`src/rtl/stream_intf_pkg.sv`:
```
// Shared types and default sizing for the Mage PEA streaming buffer.
// Optional stall counters are enabled with the MAGE_STREAM_PERF_EN macro.
package stream_intf_pkg;

  typedef enum logic [1:0] {
    IDLE  = 2'd0,
    RUN   = 2'd1,
    FLUSH = 2'd2,
    DONE  = 2'd3
  } mage_stream_state_e;

  typedef enum logic {
    CH_IN  = 1'b0,  // DMA -> PEA
    CH_OUT = 1'b1   // PEA -> DMA
  } mage_ch_dir_e;

  localparam int unsigned MAGE_N_CH    = 4;
  localparam int unsigned MAGE_DATA_W  = 32;
  localparam int unsigned MAGE_DEPTH   = 4;
  localparam int unsigned MAGE_CNT_W   = 16;
  localparam int unsigned MAGE_STALL_W = 32;

endpackage

```
`src/rtl/mage_sync_fifo.sv`:
```
// Registered single-clock FIFO (no fall-through) with synchronous flush.
// Pointers carry one extra wrap bit so full and empty are distinguishable.
module mage_sync_fifo
  import stream_intf_pkg::*;
#(
  parameter int unsigned DATA_W = MAGE_DATA_W,
  parameter int unsigned DEPTH  = MAGE_DEPTH
) (
  input  logic              clk,
  input  logic              rst_n,
  input  logic              flush,
  input  logic              push,
  input  logic              pop,
  input  logic [DATA_W-1:0] din,
  output logic              full,
  output logic              empty,
  output logic [DATA_W-1:0] dout
);

  localparam int unsigned AW = (DEPTH > 1) ? $clog2(DEPTH) : 1;
  localparam logic [AW:0] PTR_ONE = {{AW{1'b0}}, 1'b1};

  logic [AW:0]       wr_ptr_q, rd_ptr_q;
  logic [DATA_W-1:0] mem_q [DEPTH];
  logic              do_push, do_pop;

  assign empty   = (wr_ptr_q == rd_ptr_q);
  assign full    = (wr_ptr_q[AW] != rd_ptr_q[AW]) &&
                   (wr_ptr_q[AW-1:0] == rd_ptr_q[AW-1:0]);
  assign do_push = push && !full;
  assign do_pop  = pop && !empty;
  assign dout    = mem_q[rd_ptr_q[AW-1:0]];

  // NOTE: sequential state uses non-blocking assignments so every flop samples pre-edge values.
  always_ff @(posedge clk or negedge rst_n) begin
    if (!rst_n) begin
      wr_ptr_q <= '0;
      rd_ptr_q <= '0;
    end else if (flush) begin
      wr_ptr_q <= '0;
      rd_ptr_q <= '0;
    end else begin
      if (do_push) wr_ptr_q <= wr_ptr_q + PTR_ONE;
      if (do_pop)  rd_ptr_q <= rd_ptr_q + PTR_ONE;
    end
  end

  // NOTE: storage is not reset; the pointers define validity and consumers mask data when empty.
  always_ff @(posedge clk) begin
    if (do_push) mem_q[wr_ptr_q[AW-1:0]] <= din;
  end

endmodule

```
`src/rtl/mage_stream_ctrl.sv`:
```
// Run-controlled DMA <-> PEA streaming buffer: per-channel FIFO, length counter and role mux.
// Define MAGE_STREAM_PERF_EN to build the per-channel sink stall counters.
module mage_stream_ctrl
  import stream_intf_pkg::*;
#(
  parameter int unsigned N_CH   = MAGE_N_CH,
  parameter int unsigned DATA_W = MAGE_DATA_W,
  parameter int unsigned DEPTH  = MAGE_DEPTH,
  parameter int unsigned CNT_W  = MAGE_CNT_W
) (
  input  logic                                clk_i,
  input  logic                                rst_n_i,
  input  logic                                start_i,
  input  logic                                abort_i,
  input  logic [N_CH-1:0]                     cfg_en_i,
  input  logic [N_CH-1:0]                     cfg_dir_i,
  input  logic [N_CH-1:0][CNT_W-1:0]          cfg_len_i,
  input  logic [N_CH-1:0]                     dma_valid_i,
  input  logic [N_CH-1:0][DATA_W-1:0]         dma_data_i,
  output logic [N_CH-1:0]                     dma_ready_o,
  output logic [N_CH-1:0]                     dma_valid_o,
  output logic [N_CH-1:0][DATA_W-1:0]         dma_data_o,
  input  logic [N_CH-1:0]                     dma_ready_i,
  input  logic [N_CH-1:0]                     pea_valid_i,
  input  logic [N_CH-1:0][DATA_W-1:0]         pea_data_i,
  output logic [N_CH-1:0]                     pea_ready_o,
  output logic [N_CH-1:0]                     pea_valid_o,
  output logic [N_CH-1:0][DATA_W-1:0]         pea_data_o,
  input  logic [N_CH-1:0]                     pea_ready_i,
  output logic                                busy_o,
  output logic                                done_o,
  output logic [N_CH-1:0][MAGE_STALL_W-1:0]   perf_stall_o
);

  localparam logic [CNT_W-1:0] CNT_ONE = {{(CNT_W-1){1'b0}}, 1'b1};

  mage_stream_state_e state_q, state_d;

  logic [N_CH-1:0]             en_q;
  mage_ch_dir_e                dir_q [N_CH];
  logic [N_CH-1:0][CNT_W-1:0]  len_q, acc_q;

  logic                        start_acc, all_done, flush;
  logic [N_CH-1:0]             src_ready, src_valid, sink_valid, sink_ready;
  logic [N_CH-1:0]             push, pop, fifo_full, fifo_empty, ch_done;
  logic [N_CH-1:0][DATA_W-1:0] fifo_din, fifo_dout;

  assign start_acc = (state_q == IDLE) && start_i && !abort_i;
  assign flush     = (state_q == FLUSH);
  assign all_done  = &ch_done;
  assign busy_o    = (state_q == RUN);
  assign done_o    = (state_q == DONE);

  always_ff @(posedge clk_i or negedge rst_n_i) begin
    if (!rst_n_i) state_q <= IDLE;
    else          state_q <= state_d;
  end

  // NOTE: next-state gets a default first so no path through the case can infer a latch.
  always_comb begin
    state_d = state_q;
    if (abort_i) begin
      state_d = FLUSH;
    end else begin
      case (state_q)
        IDLE:    if (start_i) state_d = RUN;
        RUN:     if (all_done) state_d = DONE;
        DONE:    state_d = IDLE;
        FLUSH:   state_d = IDLE;
        default: state_d = IDLE;
      endcase
    end
  end

  // Configuration is sampled only on an accepted start; inputs are free to change afterwards.
  always_ff @(posedge clk_i or negedge rst_n_i) begin
    if (!rst_n_i) begin
      en_q  <= '0;
      len_q <= '0;
      for (int c = 0; c < N_CH; c++) dir_q[c] <= CH_IN;
    end else if (start_acc) begin
      en_q  <= cfg_en_i;
      len_q <= cfg_len_i;
      for (int c = 0; c < N_CH; c++) dir_q[c] <= mage_ch_dir_e'(cfg_dir_i[c]);
    end
  end

  // Source pushes are gated by acc_q < len_q, so the counter saturates at len without a compare here.
  always_ff @(posedge clk_i or negedge rst_n_i) begin
    if (!rst_n_i) begin
      acc_q <= '0;
    end else begin
      for (int c = 0; c < N_CH; c++) begin
        if (start_acc || flush) acc_q[c] <= '0;
        else if (push[c])       acc_q[c] <= acc_q[c] + CNT_ONE;
      end
    end
  end

  always_comb begin
    src_ready   = '0;
    src_valid   = '0;
    sink_valid  = '0;
    sink_ready  = '0;
    push        = '0;
    pop         = '0;
    ch_done     = '0;
    fifo_din    = '0;
    dma_ready_o = '0;
    dma_valid_o = '0;
    dma_data_o  = '0;
    pea_ready_o = '0;
    pea_valid_o = '0;
    pea_data_o  = '0;
    for (int c = 0; c < N_CH; c++) begin
      sink_valid[c] = !fifo_empty[c];
      src_ready[c]  = (state_q == RUN) && en_q[c] && !fifo_full[c] && (acc_q[c] < len_q[c]);
      ch_done[c]    = !en_q[c] || ((acc_q[c] == len_q[c]) && fifo_empty[c]);
      if (dir_q[c] == CH_OUT) begin
        src_valid[c]   = pea_valid_i[c];
        fifo_din[c]    = pea_data_i[c];
        sink_ready[c]  = dma_ready_i[c];
        pea_ready_o[c] = src_ready[c];
        dma_valid_o[c] = sink_valid[c];
        dma_data_o[c]  = sink_valid[c] ? fifo_dout[c] : '0;
      end else begin
        src_valid[c]   = dma_valid_i[c];
        fifo_din[c]    = dma_data_i[c];
        sink_ready[c]  = pea_ready_i[c];
        dma_ready_o[c] = src_ready[c];
        pea_valid_o[c] = sink_valid[c];
        pea_data_o[c]  = sink_valid[c] ? fifo_dout[c] : '0;
      end
      push[c] = src_valid[c] && src_ready[c];
      pop[c]  = sink_valid[c] && sink_ready[c];
    end
  end

  for (genvar c = 0; c < N_CH; c++) begin : g_ch
    mage_sync_fifo #(
      .DATA_W (DATA_W),
      .DEPTH  (DEPTH)
    ) u_fifo (
      .clk   (clk_i),
      .rst_n (rst_n_i),
      .flush (flush),
      .push  (push[c]),
      .pop   (pop[c]),
      .din   (fifo_din[c]),
      .full  (fifo_full[c]),
      .empty (fifo_empty[c]),
      .dout  (fifo_dout[c])
    );
  end

`ifdef MAGE_STREAM_PERF_EN
  logic [N_CH-1:0][MAGE_STALL_W-1:0] stall_q;

  always_ff @(posedge clk_i or negedge rst_n_i) begin
    if (!rst_n_i) begin
      stall_q <= '0;
    end else begin
      for (int c = 0; c < N_CH; c++) begin
        if (start_acc || flush) begin
          stall_q[c] <= '0;
        end else if ((state_q == RUN) && sink_valid[c] && !sink_ready[c] && (stall_q[c] != '1)) begin
          stall_q[c] <= stall_q[c] + {{(MAGE_STALL_W-1){1'b0}}, 1'b1};
        end
      end
    end
  end

  assign perf_stall_o = stall_q;
`else
  assign perf_stall_o = '0;
`endif

endmodule

```
`config.mk`:
```
export PLATFORM = sky130hd
export DESIGN_NAME = mage_stream_ctrl
export DESIGN_NICKNAME = d
export VERILOG_FILES = /design/src/rtl/stream_intf_pkg.sv /design/src/rtl/mage_sync_fifo.sv /design/src/rtl/mage_stream_ctrl.sv
export SDC_FILE = /design/constraint.sdc
export NUM_CORES = 1
export LEC_CHECK = 0
export CORE_AREA = 2 2 291 293
export DETAILED_ROUTE_END_ITERATION = 10
export DIE_AREA = 0 0 293 295
export PLACE_DENSITY = 0.69
export REMOVE_ABC_BUFFERS = 1
export SETUP_SLACK_MARGIN = 0.02
export SLEW_MARGIN = 20
export SYNTH_ARGS = -nofsm -noshare
export SYNTH_HDL_FRONTEND = slang
export SYNTH_SLANG_ARGS = --single-unit
```
`constraint.sdc`:
```
create_clock -name clk_i -period 10.46 [get_ports clk_i]
set_clock_uncertainty 0.1 [all_clocks]
set_input_delay 3.138 -clock clk_i [delete_from_list [all_inputs] [get_ports clk_i]]
set_output_delay 3.138 -clock clk_i [all_outputs]
set_load 0.03 [all_outputs]
```
Yosys cells after proc, flatten, opt, wreduce, memory -nomap -nowiden:

Memory sizes are Yosys's and may differ from the RTL's.
Index checks and enable logic that the tools add are counted.

* output and inout port bits: 402
* logic and storage cells: 211
* ROM bits: 0
* input port bits: 348
* memories kept: 4
* bits in latches: 0
* bits in registers: 162
* memory bits (writable): 512

* reduce and logical (&&, ||, !) cells: 72
* bitwise logic cells: 0
* shifts and indexed selects: 0
* mux-type cells: 76
* equality and inequality tests: 21
* divide/modulo/power cells: 0
* $add $sub $neg: 12
* multiply operators: 0
* $lt $le $gt $ge: 4

Memories
* g_ch[0].u_fifo.mem_q: words 4, bits a word 32, read ports 1, clocked after memory_dff 0, write ports 1, RTL line mage_sync_fifo.sv:24 `logic [DATA_W-1:0] mem_q [DEPTH];`
* g_ch[1].u_fifo.mem_q: words 4, bits a word 32, read ports 1, clocked after memory_dff 0, write ports 1, RTL line mage_sync_fifo.sv:24
* g_ch[2].u_fifo.mem_q: words 4, bits a word 32, read ports 1, clocked after memory_dff 0, write ports 1, RTL line mage_sync_fifo.sv:24
* g_ch[3].u_fifo.mem_q: words 4, bits a word 32, read ports 1, clocked after memory_dff 0, write ports 1, RTL line mage_sync_fifo.sv:24

Operators with widths (count)
* $mux 32: 16
* $mux 16: 8
* $add 16x1->16 const B: 4
* $eq 16x16->1: 4
* $lt 16x16->1: 4
* $mux 3: 16
* $logic_and 1x1->1: 38
* $mux 1: 32
* $add 3x1->3 const B: 8
* $reduce_bool 2->1: 12
* $logic_not 1->1: 13
* $eq 3x3->1: 4
* $eq 2x2->1: 4
* $mux 2: 3
* $pmux 2 s3: 1
* $logic_or 1x1->1: 5
* $eq 2x2->1 const B: 2
* $ne 1x1->1: 4
* $reduce_and 4->1: 1
* $ne 3x2->1 const B: 1
* $ne 3x3->1 const B: 1
* $eq 2x1->1 const B: 1
* $logic_not 2->1: 1
* $reduce_and 2->1: 1
* $reduce_or 2->1: 1

Longest topological paths before layout:

Gate-level depths: netlist of run 1.

* depth in word-level cells: 9
* mapped depth: 11
* gate-level depth less buffers: 8

Cells and area by module:

A second synthesis of run 1 with hierarchy kept.

* cell total of the unflattened synthesis: 2370
* area total of the unflattened synthesis: 32982.9 um^2

By module, submodules not included
* mage_sync_fifo at g_ch[1].u_fifo ...: seq. area each 3993.8 um^2, area each 5191.2 um^2, cells each 234, instances 3
* mage_stream_ctrl: seq. area each 3453.3 um^2, area each 12244.2 um^2, cells each 1440, instances 1
* mage_sync_fifo at g_ch[0].u_fifo: seq. area each 3993.8 um^2, area each 5165.0 um^2, cells each 228, instances 1

Worst setup path before layout of run 1:

OpenSTA, ideal clock, no wires.

* path kind: input -> register
* start point: input pea_valid_i[2]
* end point: register g_ch[2].u_fifo.wr_ptr_q[2]
* data required time: 10.235 ns
* setup time: 0.125 ns
* cell stages on the path: 6
* arrival: 5.842 ns
* slack: 4.393 ns
* cells stage by stage: mux2i_1 -> or4b_1 -> buf_2 -> buf_6 -> nor2_1 -> mux2_2

* longest elaborated chain between the ends: 4

Ends and longest elaborated chain
* from (decl): RTL line mage_stream_ctrl.sv:24 `input logic [N_CH-1:0] pea_valid_i,`
* $mux 1: RTL line mage_stream_ctrl.sv:119 `if (dir_q[c] == CH_OUT) begin`
* $logic_and 1x1->1: RTL line mage_stream_ctrl.sv:134 `push[c] = src_valid[c] && src_ready[c];`
* $logic_and 1x1->1: RTL line mage_sync_fifo.sv:30 `assign do_push = push && !full;`
* $reduce_bool 2->1 (no line)
* to (signal assigned): RTL line mage_sync_fifo.sv:43 `if (do_push) wr_ptr_q <= wr_ptr_q + PTR_ONE;`
* to (decl): RTL line mage_sync_fifo.sv:23 `logic [AW:0] wr_ptr_q, rd_ptr_q;`

Every way passes these cells.
A chain may end at the register's enable or synchronous reset.

==> impl_metrics.toml, run 1 <==
[status]
status = "finished clean"

[floorplanning]
coreArea_um2 = 83200
die-area_um2 = 86400
ios = 750
fp.dieW_um = 293
num_rows = 106
initial_core_util_pct = 38.4
fp.dieH_um = 295

[logic_synthesis]
synth_cell_types = 54
yosys.area_share.simple_pct = 10.8
synth_top_family_by_area = "multiplexers"
synthArstFlopShare_pct = 24.0
synth-edff-count = 512
synth_compound_area_share_pct = 3.80
avgSynthCellArea_um2 = 14.1
synth_mux_area_share_pct = 14.7
ys.flop_type = "edfxtp_1"
synth_cells = 2259
synth_area_leaders = "edfxtp_1, dfrtp_1, mux4_2"
ys_seq_area_share_pct = 60.8
synthAdderAreaFrac_pct = 3.45
syn_area_um2 = 32000
yosys.area_share.xor_xnor_pct = 0.877
ys_seq_elements = 674
synth.top_cell.area_share_pct = 48.1
ys_warn_count = 0
yosys.area.top_type = "edfxtp_1"

[setup_path]
cp_max_fo = 18
ff2ff_setup_slack_ps = 6930
crit_path_end_kind = "primary output"
slowest_stage = "nand2b_1"
startpoint = "g_ch[3].u_fifo.wr_ptr_q[1]$_DFFE_PN0P_"
cp-start-kind = "register"
path_class = "register to primary output"
cp.required_ps = 7220
critical_path.cell_chain = "xor2_1 -> nor3b_1 -> nand2b_1 -> buf_4 -> nor2b_1 -> clkdlybuf4s50_1"
max_stage_delay_ps = 750
arrival_ps = 3710
rr_endpoint = "g_ch[2].u_fifo.mem_q[2][20]$_DFFE_PP_"
r2r-start = "state_q[0]$_DFFE_PN0P_"
r2r_cells = 6

[clock_tree]
clock_path_buffers = 3
post_cts_buffers = 0
holdBufCountCts = 0
cts_resized = 0
cts_tree = "built"
cts_buffers = 74
clock-sinks = 674
cts.htree.levels = 3
clk_pin_slew_ps = 60
cts_root_buf = "clkbuf_16"
clock_latency_ps = 610

[timing]
finalCritPeriodShare_pct = 66.5
setup_viol = 0
max_freq_ghz = 0.144
max_slew_margin_pct = 27.5
period_needed_ps = 6950
rsz0062_at_grt = "no"
holdWs_ps = 392
finalHoldViolCount = 0
tightest_slew_ps = 1080
slew_violations = 0

[drt]
wl_per_cell_um = 20.1
drc = 0
drtPass1Iterations = 6
via_per_inst = 5.05
routed_wl_um = 80500
drtAntennaViolNets = 0
drt_iter0_markers = 1153
num_vias = 20300

[layout]
drive_gt1_share_pct = 15.3
layout_commonest_cell = "clkdlybuf4s50_1"
final_nets = 3312
syn2layout_area_growth_pct = 29.5
mostFrequentLayoutCells = "clkdlybuf4s50_1, edfxtp_1, and2_1, dfrtp_1, mux2_2"
stdcell_area_um2 = 41400

[grt]
grt_pass1_vias = 21200
gr-total-overflow = 0
grt_pass1_wl_um = 123000
grt_use_total_pct = 18.3
grt_max_degree = 75
grt_use_met2_pct = 34.0
antenna_found_initial = 6
busiest_layer = "met2"
use_met1_pct = 21.5
grt_use_met3_pct = 3.44

[hold_path]
whs_path_depth = 1
hold_class = "register to register"
hold_start = "g_ch[0].u_fifo.wr_ptr_q[2]$_DFFE_PN0P_"
min_to = "g_ch[0].u_fifo.wr_ptr_q[2]$_DFFE_PN0P_"

[pwr]
p_leak_nw = 14.9
peakVddDrop_v = 0.000117
finalPower_mw = 6.79
powerDensity_nw_per_um2 = 164

[placement]
postPlaceCellArea_um2 = 38900
globalplace.congestion = 0.875
port-buffer-count = 621
hpwl_um = 57200

[flow_run]
drv_cap = 0
==> power breakdown <==
part           switching (mW)  internal [mW]
Clock                    1.05           1.50
Combinational           0.667          0.506
Sequential             0.0305           3.02
Total                    1.75           5.03
==> how the worst max path moves through the flow <==
stage | end | cells after the start
2_1_floorplan | dir_q[0]$_DFFE_PN0P_ | 2
3_3_place_gp | dma_data_o[103] | 6
3_5_place_dp | dma_data_o[111] | 6
4_1_cts | dma_data_o[111] | 6
5_1_grt | dma_data_o[115] | 6
6_report | dma_data_o[111] | 6
==> sequential cells by signal (all words and copies together), names as in the netlist <==
| name | flops |
|---|---|
| dir_q | 4 |
| acc_q | 64 |
| g_ch.u_fifo.wr_ptr_q | 12 |
| g_ch.u_fifo.mem_q | 512 |
| g_ch.u_fifo.rd_ptr_q | 12 |
| state_q | 2 |
| len_q | 64 |
| en_q | 4 |
==> cell usage after synthesis, types with 37 or more instances <==
cell / number
clkbuf_1: 85
nand3_1: 37
mux4_2: 128
nor2_1: 63
ha_1: 88
o21ai_0: 102
buf_4: 130
nor2b_1: 72
and2_1: 170
and3_1: 52
a21oi_1: 55
edfxtp_1: 512
dfrtp_1: 162
mux2_2: 144
nand2_1: 114
inv_1: 94
==> cell type report <==
type | instances | area (µm²)
diodes | 3 | 7.51
flip-flops and latches | 674 | 19400
clock inverters | 46 | 452
multi-input cells | 1374 | 11300
fillers | 7061 | 41800
inverters | 94 | 353
repair buffers | 658 | 6540
well taps | 1080 | 1350
clock buffers | 87 | 1930
==> stage by stage <==
| step | util [%] | instances | worst slack (ps) | setup TNS (ps) |
|---|---|---|---|---|
| finish | 49.8 | 4016 | 3510 | 0 |
| global route | 49.8 | 4014 | 3220 | 0 |
| CTS | 49.7 | 4011 | 3460 | 0 |
| detailed placement | 46.8 | 3878 | 4110 | 0 |
| global placement | 46.8 | 3878 | 4220 | 0 |
| floorplan | - | 2142 | -2940 | -183070 |
==> cells by family (layout without fill, tap and decap cells) <==
kind of cell,count (synthesis),count (layout)
flops,674,674
simple gates,624,624
buf+inv,338,885
mux,292,292
compound gates,210,210
fa+ha+maj,88,88
xor+xnor,32,32
other cells,1,131
==> per-layer routing <==
layer  wire [µm]  vias to the layer above
met5          42                        -
met4        1730                        6
met1       31200                    10200
met2       43300                      634
li1            -                     9328
met3        4250                      119
==> critical path, delay by kind of cell (launching register included) <==
kind | cells | cell delay, ps
XOR/XNOR | 1 | 190
buffers and inverters | 2 | 940
flip-flops | 1 | 430
AND/OR/NAND/NOR | 3 | 1560
Power figures use the tool's default switching activity.
==> inputs of run 2 (changes only) <==
==> constraint.sdc (replaced) <==
create_clock -name clk_i -period 6.8 [get_ports clk_i]
set_clock_uncertainty 0.1 [all_clocks]
set_input_delay 2.04 -clock clk_i [delete_from_list [all_inputs] [get_ports clk_i]]
set_output_delay 2.04 -clock clk_i [all_outputs]
set_load 0.03 [all_outputs]
==> impl_metrics.toml, run 2 (synthesis results as in run 1) <==
[timing]
rsz0062_at_grt = "no"
max_slew_margin_pct = 28.5
setup_viol = 0
slew_violations = 0
finalCritPeriodShare_pct = 81.3
finalHoldViolCount = 0
setup-tns-final_ps = 0
max_freq_ghz = 0.181
tightest_slew_ps = 1070
period_needed_ps = 5530
holdWs_ps = 401

[layout]
stdcell_area_um2 = 41400
drive_gt1_share_pct = 15.2
mostFrequentLayoutCells = "clkdlybuf4s50_1, edfxtp_1, and2_1, dfrtp_1, mux2_2"
largest_register_ffs = 512
syn2layout_area_growth_pct = 29.6
layout_commonest_cell = "clkdlybuf4s50_1"
final_nets = 3310

[hold_path]
whs_path_depth = 1
min_to = "g_ch[0].u_fifo.wr_ptr_q[2]$_DFFE_PN0P_"
hold_class = "register to register"
hold_start = "g_ch[0].u_fifo.wr_ptr_q[2]$_DFFE_PN0P_"

[setup_path]
path_buf_inv = 1
cp_top_family = "simple AND/OR/NAND/NOR gates"
cp.required_ps = 4660
max_stage_delay_ps = 760
cp-start-kind = "register"
ff2ff_setup_slack_ps = 3220
r2r_cells = 6
rr_endpoint = "g_ch[3].u_fifo.wr_ptr_q[2]$_DFFE_PN0P_"
arrival_ps = 3390
cp_max_fo = 11
path_class = "register to primary output"
slowest_stage = "clkdlybuf4s50_1"
critical_path.cell_chain = "nor2b_4 -> o2111ai_1 -> nor4b_1 -> clkdlybuf4s50_1"
crit_path_end_kind = "primary output"
r2r-start = "state_q[0]$_DFFE_PN0P_"

[drt]
drc = 0
drtPass1Iterations = 5
routed_wl_um = 79000
drt_iter0_markers = 1156
wl_per_cell_um = 19.6
drtAntennaViolNets = 0
num_vias = 20200
via_per_inst = 5.02

[clock_tree]
cts_buffers = 73
cts.htree.levels = 3
clock_path_buffers = 3
clock_latency_ps = 600
clk_pin_slew_ps = 60
cts_resized = 0
post_cts_buffers = 0
cts_tree = "built"
clock-sinks = 674
cts_root_buf = "clkbuf_16"
holdBufCountCts = 0

[placement]
port-buffer-count = 621
postPlaceCellArea_um2 = 38900
globalplace.congestion = 0.887
hpwl_um = 56200

[floorplanning]
num_rows = 106
coreArea_um2 = 83200
fp.dieH_um = 295
ios = 750
die-area_um2 = 86400
fp.dieW_um = 293
initial_core_util_pct = 38.4

[pwr]
peakVddDrop_v = 0.000169
seqPwrFrac_pct = 44.9
finalPower_mw = 10.5
p_comb_share_pct = 17.1
power.internal_mw = 7.81
clkPwrFrac_pct = 37.9
power_switching_mw = 2.66
p_leak_nw = 14.9
powerDensity_nw_per_um2 = 253
swShare_pct = 25.4

[grt]
grt_pass1_vias = 20900
gr-total-overflow = 0
grt_max_degree = 93
antenna_found_initial = 10
grt_use_total_pct = 17.9
grt_pass1_wl_um = 119000

[status]
status = "finished clean"

[flow_run]
drv_cap = 0
run 2: cell count changes in the layout (fill, tap and decap cells not counted), moves of 2 or more:
cell	change
buf_16	-2
bufinv_16	+2
clkbuf_1	+12
clkinv_1	-7
clkinv_2	-6
clkinv_4	+2
clkinvlp_4	+2
diode_2	+6
inv_6	-2
run 2: area by class of cell:
type	count	area, µm²
antenna	9	22.5
clock buffer	97	1940
clock inverter	38	487
fill	7112	41800
inverter	94	353
multi-input combinational	1374	11300
sequential	674	19400
tap	1080	1350
timing repair buffer	657	6500
run 2: layer usage:
layer	global-route usage, %	vias up	part of all wire, %
li1	-	9320	-
met1	20.5	10100	38
met2	32.3	678	53
met3	3.72	127	6.1
met4	7.52	6	3.1
met5	0	-	0.048
run 2: through the flow:
stage | util, % | instances | setup WS [ps]
6_report | 49.8 | 4023 | 1270
5_1_grt | 49.8 | 4020 | 1020
4_1_cts | 49.7 | 4014 | 1150
3_5_place_dp | 46.8 | 3879 | 1800
3_3_place_gp | 46.8 | 3879 | 1870
2_1_floorplan | - | 2142 | -5500
run 2: power groups by stage:
stage          clock network (mW)  registers [mW]  logic, mW
3_3_place_gp                    0            4.78       1.77
6_report                     3.97            4.70       1.79
4_1_cts                      4.08            4.70       1.82
2_1_floorplan                   0            4.87      0.982
3_5_place_dp                    0            4.79       1.81
5_1_grt                      4.24            4.71       1.94
run 2: how the worst max path moves through the flow:
stage	start	end	slack, ps	depth (start not counted)
global route	state_q[0]$_DFFE_PN0P_	pea_ready_o[3]	1020	4
floorplan	abort_i	dir_q[0]$_DFFE_PN0P_	-5500	2
CTS	g_ch[3].u_fifo.rd_ptr_q[0]$_DFFE_PN0P_	pea_data_o[113]	1150	5
detailed placement	g_ch[3].u_fifo.rd_ptr_q[0]$_DFFE_PN0P_	pea_data_o[113]	1800	5
global placement	g_ch[2].u_fifo.wr_ptr_q[1]$_DFFE_PN0P_	pea_data_o[87]	1870	5
finish	state_q[0]$_DFFE_PN0P_	pea_ready_o[3]	1270	4
